--- src/rtl/square_draw_arbiter.sv ---
// square_draw_arbiter
// Round-robin scheduler that shares one VGA plot port among NUM_REQ
// square-draw requesters. Draws one SIZE x SIZE square at a time in raster
// order (dx fastest), one pixel per clock, then pulses done for the winner.
//
// Handshake: req[i] is a level request. A requester is served when the
// arbiter is IDLE and picks it; grant[i] stays high for every DRAW cycle of
// its square, and done[i] pulses for one cycle afterwards. The requester
// must drop req[i] in that done cycle. If req[i] is still high in the
// following IDLE cycle, the arbiter treats it as a new request. Once granted,
// the square always completes, even if req drops mid-square; only reset can
// abandon it.
module square_draw_arbiter #(
    parameter int NUM_REQ = 4,
    parameter int SIZE    = 4
) (
    input  logic                   clk,
    input  logic                   resetn,
    input  logic [NUM_REQ-1:0]     req,
    input  logic [8*NUM_REQ-1:0]   x_in,
    input  logic [7*NUM_REQ-1:0]   y_in,
    input  logic [3*NUM_REQ-1:0]   colour_in,
    output logic [NUM_REQ-1:0]     grant,
    output logic [NUM_REQ-1:0]     done,
    output logic [7:0]             vga_x,
    output logic [6:0]             vga_y,
    output logic [2:0]             vga_colour,
    output logic                   plot,
    output logic                   busy,
    output logic [1:0]             dbg_state
);

    localparam int PTR_W = (NUM_REQ > 1) ? $clog2(NUM_REQ) : 1;
    localparam int HW    = $clog2(SIZE);
    localparam int CW    = 2 * HW;
    localparam logic [CW-1:0] LAST = CW'(SIZE * SIZE - 1);

    typedef enum logic [1:0] {
        IDLE = 2'd0,
        DRAW = 2'd1,
        DONE = 2'd2
    } state_t;

    state_t            state, next_state;
    logic [CW-1:0]     cnt;
    logic [PTR_W-1:0]  rr_ptr;
    logic [PTR_W-1:0]  win;
    logic [7:0]        x_lat;
    logic [6:0]        y_lat;
    logic [2:0]        c_lat;

    logic              any_req;
    logic              found_hi, found_lo;
    logic [PTR_W-1:0]  pick_hi, pick_lo, pick;
    logic [7:0]        sel_x;
    logic [6:0]        sel_y;
    logic [2:0]        sel_c;
    logic [PTR_W-1:0]  ptr_after_win;
    logic [HW-1:0]     dx, dy;

    assign dx = cnt[HW-1:0];
    assign dy = cnt[CW-1:HW];

    // Round-robin pick: first requester at or above rr_ptr, else the lowest
    // set requester (wrap-around), then the winner's coordinates/colour.
    always_comb begin
        any_req  = |req;
        found_hi = 1'b0;
        found_lo = 1'b0;
        pick_hi  = '0;
        pick_lo  = '0;
        for (int j = 0; j < NUM_REQ; j++) begin
            if (!found_hi && req[j] && (PTR_W'(j) >= rr_ptr)) begin
                found_hi = 1'b1;
                pick_hi  = PTR_W'(j);
            end
            if (!found_lo && req[j]) begin
                found_lo = 1'b1;
                pick_lo  = PTR_W'(j);
            end
        end
        pick  = found_hi ? pick_hi : pick_lo;
        sel_x = '0;
        sel_y = '0;
        sel_c = '0;
        for (int j = 0; j < NUM_REQ; j++) begin
            if (pick == PTR_W'(j)) begin
                sel_x = x_in[8*j +: 8];
                sel_y = y_in[7*j +: 7];
                sel_c = colour_in[3*j +: 3];
            end
        end
        ptr_after_win = (win == PTR_W'(NUM_REQ - 1)) ? '0 : win + PTR_W'(1);
    end

    // Next-state logic for the IDLE -> DRAW -> DONE -> IDLE sequence.
    always_comb begin
        next_state = state;
        case (state)
            IDLE:    if (any_req) next_state = DRAW;
            DRAW:    if (cnt == LAST) next_state = DONE;
            DONE:    next_state = IDLE;
            default: next_state = IDLE;
        endcase
    end

    // State register plus winner latch, pixel counter and round-robin pointer.
    // The counter stops on the last pixel so the VGA outputs keep showing it
    // until the next square starts.
    always_ff @(posedge clk) begin
        if (!resetn) begin
            state  <= IDLE;
            cnt    <= '0;
            rr_ptr <= '0;
            win    <= '0;
            x_lat  <= '0;
            y_lat  <= '0;
            c_lat  <= '0;
        end else begin
            state <= next_state;
            case (state)
                IDLE: begin
                    if (any_req) begin
                        win   <= pick;
                        x_lat <= sel_x;
                        y_lat <= sel_y;
                        c_lat <= sel_c;
                        cnt   <= '0;
                    end
                end
                DRAW: begin
                    if (cnt != LAST) cnt <= cnt + CW'(1);
                end
                DONE: begin
                    rr_ptr <= ptr_after_win;
                end
                default: ;
            endcase
        end
    end

    // Outputs decoded from registered state only; pixel address wraps per axis.
    always_comb begin
        plot       = (state == DRAW);
        busy       = (state != IDLE);
        dbg_state  = state;
        vga_x      = x_lat + 8'(dx);
        vga_y      = y_lat + 7'(dy);
        vga_colour = c_lat;
        grant      = '0;
        done       = '0;
        for (int j = 0; j < NUM_REQ; j++) begin
            grant[j] = (state == DRAW) && (win == PTR_W'(j));
            done[j]  = (state == DONE) && (win == PTR_W'(j));
        end
    end

endmodule

--- config.mk ---
export PLATFORM = sky130hd
export DESIGN_NAME = square_draw_arbiter
export DESIGN_NICKNAME = d
export VERILOG_FILES = /design/src/rtl/square_draw_arbiter.sv
export SDC_FILE = /design/constraint.sdc
export NUM_CORES = 1
export LEC_CHECK = 0
export ABC_AREA = 1
export BUFFER_PORTS_ARGS = -buffer_cell sky130_fd_sc_hd__buf_2
export CAP_MARGIN = 30
export CORE_MARGIN = 1.5
export CORE_UTILIZATION = 40
export CTS_CLUSTER_SIZE = 30
export DETAILED_ROUTE_END_ITERATION = 10
export PLACE_DENSITY = 0.71
export SYNTH_ARGS = -nofsm -noshare
export SYNTH_HDL_FRONTEND = slang
export SYNTH_SLANG_ARGS = --single-unit
--- constraint.sdc ---
create_clock -name clk -period 2.1 [get_ports clk]
set_input_delay 0.105 -clock clk [delete_from_list [all_inputs] [get_ports clk]]
set_output_delay 0.105 -clock clk [all_outputs]
set_load 0.01 [all_outputs]
# After elaboration in Yosys (flattened, before gate mapping)
# Index checks and enable logic that the tools add are counted.
# W data, S select, Z words.
# word_totals
ff_bits	28
input_bits	78
out_inout_bits	30
elab_cells	94
# op_classes
addsub	4
n_lt_le_gt_ge	4
eq_ne	13
n_mux	33
reduce_logical	33
# op_table
operator	n
$mux W8	4
$mux W7	4
$logic_and A1 B1 Y1	18
$mux W2	8
$mux W3	4
$eq A2 B2 Y1 const B	5
$mux W1	9
$add A8 B2 Y8	1
$mux W4	2
$pmux W4 S2	1
$add A7 B2 Y7	1
$eq A2 B1 Y1 const B	3
$logic_not A1 Y1	6
$logic_not A2 Y1	3
$add A4 B1 Y4 const B	1
$eq A4 B4 Y1 const B	1
$ge A1 B2 Y1 const A	2
$ge A2 B2 Y1 const A	2
$ne A2 B1 Y1 const B	2
$ne A4 B4 Y1 const B	1
$pmux W2 S2	1
$reduce_and A2 Y1	2
$reduce_bool A2 Y1	2
$reduce_or A4 Y1	1
other kinds (3)	3

# Depth between registers and ports, before layout
# logic_depth
depth_word	21
mapped_depth	11
depth_no_buf	10

# Least setup slack after synthesis
# Ideal clock, no wire load.
# synth_path
path_kind	flip-flop to output port
startpoint	register cnt[2]
endpoint	output port vga_y[6]
arrival_ns	1.442
required_ns	1.995
setup_slack_ns	0.553
stages_incl_launch_ff	8
n_path_buf	0
cell_sequence	dfxtp_1 -> ha_1 -> inv_1 -> fa_1 -> inv_1 -> nand3_1 -> nor2_1 -> xor2_1
# synth_via
elab_chain_len	1
# synth_lines
element	line_no	rtl
from (decl)	45	logic [CW-1:0] cnt;
from (signal assigned)	132	if (cnt != LAST) cnt <= cnt + CW'(1);
$add A7 B2 Y7	148	vga_y = y_lat + 7'(dy);
to (decl)	26	output logic [6:0] vga_y,
# No other way between the ends.

# Worst setup path in the final report
# layout_path
startpoint	register cnt[0]
endpoint	output port vga_x[6]
# layout_via
elab_chain_len	1
# layout_lines
element	line_no	rtl
$add A8 B2 Y8	147	vga_x = x_lat + 8'(dx);
to (decl)	25	output logic [7:0] vga_x,
# No other way between the ends.

==> results by stage <==
Run status:
- The run finished with clean final reports.

STA:
- After layout, the worst setup slack is around 0.20 ns.
- The hold violation total from the final report is 0.
- The post-route fraction of the period consumed by the critical path is around 91%.
- Between clock sinks in the finished design, the worst skew comes to a little under 0.005 ns.
- The highest clock frequency the design can meet is 525.0 MHz.
- Setup repair after global routing left no endpoint under its margin.
- After routing, the total negative slack on setup checks comes to 0 ns.
- Hold timing on the final database bottoms out at a slack of about 0.11 ns.
- Setup violations remaining at the end of the flow were counted as 0.
- At the pin with the least slew margin, the transition time is approximately 0.6 ns.
- The worst slew margin relative to its limit is between 50% and 60%.
- Subtracting the final worst setup slack from the clock period gives roughly 1.9 ns.
- The max-slew violation count is 0.

Route:
- The iteration count of the initial detailed-routing pass is 5.
- For this block, the routed nets add up to 5910 microns of wire.
- Dividing the detail-routed wire length by the instance count gives 11.61 microns.
- The final antenna-violating net count is 0.
- The routed via count is 2453.
- In this run, the number of DRC markers left after iteration 0 of detailed routing was 150.
- The number of remaining DRC errors is 0.
- The average vias per placed instance is a little under 5.

Final layout:
- The post-route netlist has 30.75% of its cells at a drive strength greater than 1.
- The library cell used most frequently in the layout, excluding fill and tap cells, is sky130_fd_sc_hd__buf_2.
- The finished layout holds a little over 500 standard cells, fillers aside.
- The number of diodes is 0.
- Compared with the post-synthesis result, the final layout area differs by 28.40%.
- The net count of the finished layout is 529.
- The share of the core filled with cells in the final layout is around 54%.
- In the layout the commonest cells are sky130_fd_sc_hd__buf_2, sky130_fd_sc_hd__nand2_1, sky130_fd_sc_hd__nand3_1.
- The finished layout cell area is about 2800 sq um.

Clocking:
- The root buffer cell chosen for the clock tree is sky130_fd_sc_hd__clkbuf_8.
- The clock latency reported for the late side of the worst-skew pair is roughly 0.28 ns.
- The hold buffer count at cts is 0.
- The clock net sink count is 28.
- The clock passes through at most 2 buffers.
- The number of buffers created by CTS is 3.
- The clock tree from TritonCTS is yes.
- The level count of the clock H-tree is 1.
- The clock transition at the register clock pins on the worst setup and hold paths after CTS is roughly 0.09 ns.
- After clock tree synthesis, the setup repair step added 0 buffers.

Global route:
- Global routing consumed, over all layers together, around a fifth of the routing resources.
- The number of antenna violations at the first check in global routing was 0.
- The pin count of the biggest net entering global routing is 37.
- The via count of the first global-routing pass is roughly 2.3k.
- The first global-routing pass estimated between 9000 and 10000 microns of wire.
- The sum of overflow across all layers after global routing is 0.

Min path:
- The instance count along the most critical hold path is 2.
- The worst hold endpoint is cnt[0]$_SDFFE_PN0P_.
- The hold path startpoint is resetn.
- In this run the worst hold path is classified as in -> reg.

Placed design:
- The congestion estimate from routability-driven global placement came to just over 0.9.
- The post-detailed-placement cell area is 2726 sq um.
- The number of port buffers is between 100 and 150.
- The total placed cells including tap cells is just over 500.
- The post-detailed-placement half-perimeter wirelength is 4757 microns.
- Before CTS, the worst setup slack after placement is a little under 0.4 ns.

Power:
- The total power consumption of the routed design is roughly 1.5 mW.
- The peak ir drop on the vdd network is approximately 240 uV.
- The leakage component of the power is approximately 1.5 nW.
- In this run the power density over the cells is 522.5 nW/um^2.

Die:
- The die span in y is ~77 microns.
- The die covers a little under 6000 sq um.
- The standard cell core area is about 5200 sq um.
- The initialized floorplan defines 26 standard-cell rows.
- The number of ports placed on the die boundary is between 100 and 150.
- The die is 76.99 microns wide.
- For this configuration, the core starts out at a cell density of between 40% and 50%.

Synth:
- After technology mapping, the gate count stands at between 300 and 400.
- Sequential cells were found to cover around 26% of the synthesized design area.
- The synthesized netlist net count is between 400 and 500.
- The Yosys step of the flow raised 0 warnings.
- The mapped netlist covers ~2200 sq um.
- The number of unique standard cell types used by synthesis is 30.
- The synthesized design contains 28 register bits.
- The synthesized area divided by synthesized cell count is approximately 6.4 sq um.

Job:
- Across the run, the number of max-cap violations was 0.

Critical path:
- The peak fanout along the critical path is 5.
- The worst setup path is of the reg -> out kind.
- The worst register-to-register path has a depth of 9.
- The setup slack of the worst register-to-register path is roughly 0.38 ns.
- The arrival time reported for the critical path endpoint is approximately 1.8 ns.
- At the worst endpoint, the required time is 2.00 ns.
- The worst setup path is captured at an output pin.
- The reg-to-reg endpoint is y_lat[5]$_SDFFE_PN0P_.
- The most critical setup path has its startpoint at cnt[0]$_SDFFE_PN0P_.
- In this run the critical register-to-register path is launched from rr_ptr[1]$_SDFFE_PN0P_.
- The worst setup path is launched from a flop.
area by class of cell:
cell class | instances | area (sq um)
Clock inverter | 1 | 30.03
Sequential cell | 28 | 566.8
Fill cell | 567 | 2394
Tap cell | 70 | 87.58
Multi-Input combinational cell | 265 | 1411
Inverter | 33 | 123.9
Clock buffer | 3 | 41.29
Timing Repair Buffer | 109 | 550.5
worst max path at each step:
| stage | cells past startpoint | endpoint | slack, ns |
|---|---|---|---|
| 6_report | 7 | vga_x[6] | 0.20 |
| 5_1_grt | 7 | vga_x[6] | 0.01 |
| 4_1_cts | 7 | vga_x[6] | 0.06 |
| 3_5_place_dp | 7 | vga_x[6] | 0.38 |
| 3_3_place_gp | 7 | vga_x[6] | 0.44 |
| 2_1_floorplan | 7 | vga_y[6] | 0.55 |
worst max-delay path, stage by stage, from the launching register on:
cell	delay [ns]
sky130_fd_sc_hd__dfxtp_2	0.37
sky130_fd_sc_hd__ha_1	0.18
sky130_fd_sc_hd__inv_1	0.06
sky130_fd_sc_hd__fa_1	0.41
sky130_fd_sc_hd__nor2_2	0.14
sky130_fd_sc_hd__nand2_1	0.08
sky130_fd_sc_hd__xnor2_1	0.13
sky130_fd_sc_hd__buf_2	0.15
cells by family after synthesis:
kind of cell | share of synthesized area, %
adders and majority gates | 6.972
buffers and inverters | 10.29
and+or+nand+nor | 47.54
DFF | 25.60
xor gates and xnor gates | 4.000
AOI/OAI and AO/OA | 5.600
per-layer routing:
metal	vias to the layer above	routed length [microns]	share of wire [%]	track usage, %
met2	69	2708	46	33.81
li1	1302	-	-	-
met4	0	53	0.90	5.636
met3	5	232	3.9	1.786
met1	1077	2916	49	28.25
met5	-	0	0	0
cell usage after synthesis:
master	number	share of area, %
sky130_fd_sc_hd__nand2_1	75	13
sky130_fd_sc_hd__nand3_1	60	14
sky130_fd_sc_hd__nor2_1	59	10
sky130_fd_sc_hd__inv_1	32	5.5
sky130_fd_sc_hd__dfxtp_1	28	26
sky130_fd_sc_hd__nand4_1	19	5.4
sky130_fd_sc_hd__ha_1	9	5.1
sky130_fd_sc_hd__xnor2_1	7	2.8
sky130_fd_sc_hd__nand2_2	6	1.7
sky130_fd_sc_hd__o21ai_0	5	1.1
sky130_fd_sc_hd__a21oi_1	4	0.91
sky130_fd_sc_hd__buf_4	4	1.4
sky130_fd_sc_hd__buf_6	4	2.1
sky130_fd_sc_hd__buf_2	3	0.69
sky130_fd_sc_hd__clkbuf_1	3	0.51
sky130_fd_sc_hd__nand2_4	3	1.5
sky130_fd_sc_hd__xor2_1	3	1.2
sky130_fd_sc_hd__fa_1	2	1.8
sky130_fd_sc_hd__nor2_2	2	0.57
sky130_fd_sc_hd__o22ai_1	2	0.57
sky130_fd_sc_hd__a211oi_1	1	0.34
sky130_fd_sc_hd__a21boi_4	1	0.86
sky130_fd_sc_hd__a21oi_4	1	0.74
sky130_fd_sc_hd__inv_2	1	0.17
sky130_fd_sc_hd__nand3_2	1	0.46
sky130_fd_sc_hd__nor2_8	1	0.91
sky130_fd_sc_hd__nor3_1	1	0.23
sky130_fd_sc_hd__o211a_1	1	0.46
sky130_fd_sc_hd__o21ai_1	1	0.23
sky130_fd_sc_hd__o31ai_1	1	0.34
sequential cells by signal, indices dropped and copies added (netlist names):
register and cells:
vga_colour 3, dbg_state 2, win 2, y_lat 7, x_lat 8, rr_ptr 2, cnt 4
what timing repair did:
action | in CTS | in global routing
endpoints found under the hold margin | 0 | 0
resized for setup | 0 | 7
endpoints found under the setup margin | 0 | 2
power breakdown:
group,internal [mW],switching (mW)
Clock,0.256,0.176
Combinational,0.181,0.244
Sequential,0.574,0.0381
No activity file was read; power rests on OpenSTA's default activity.
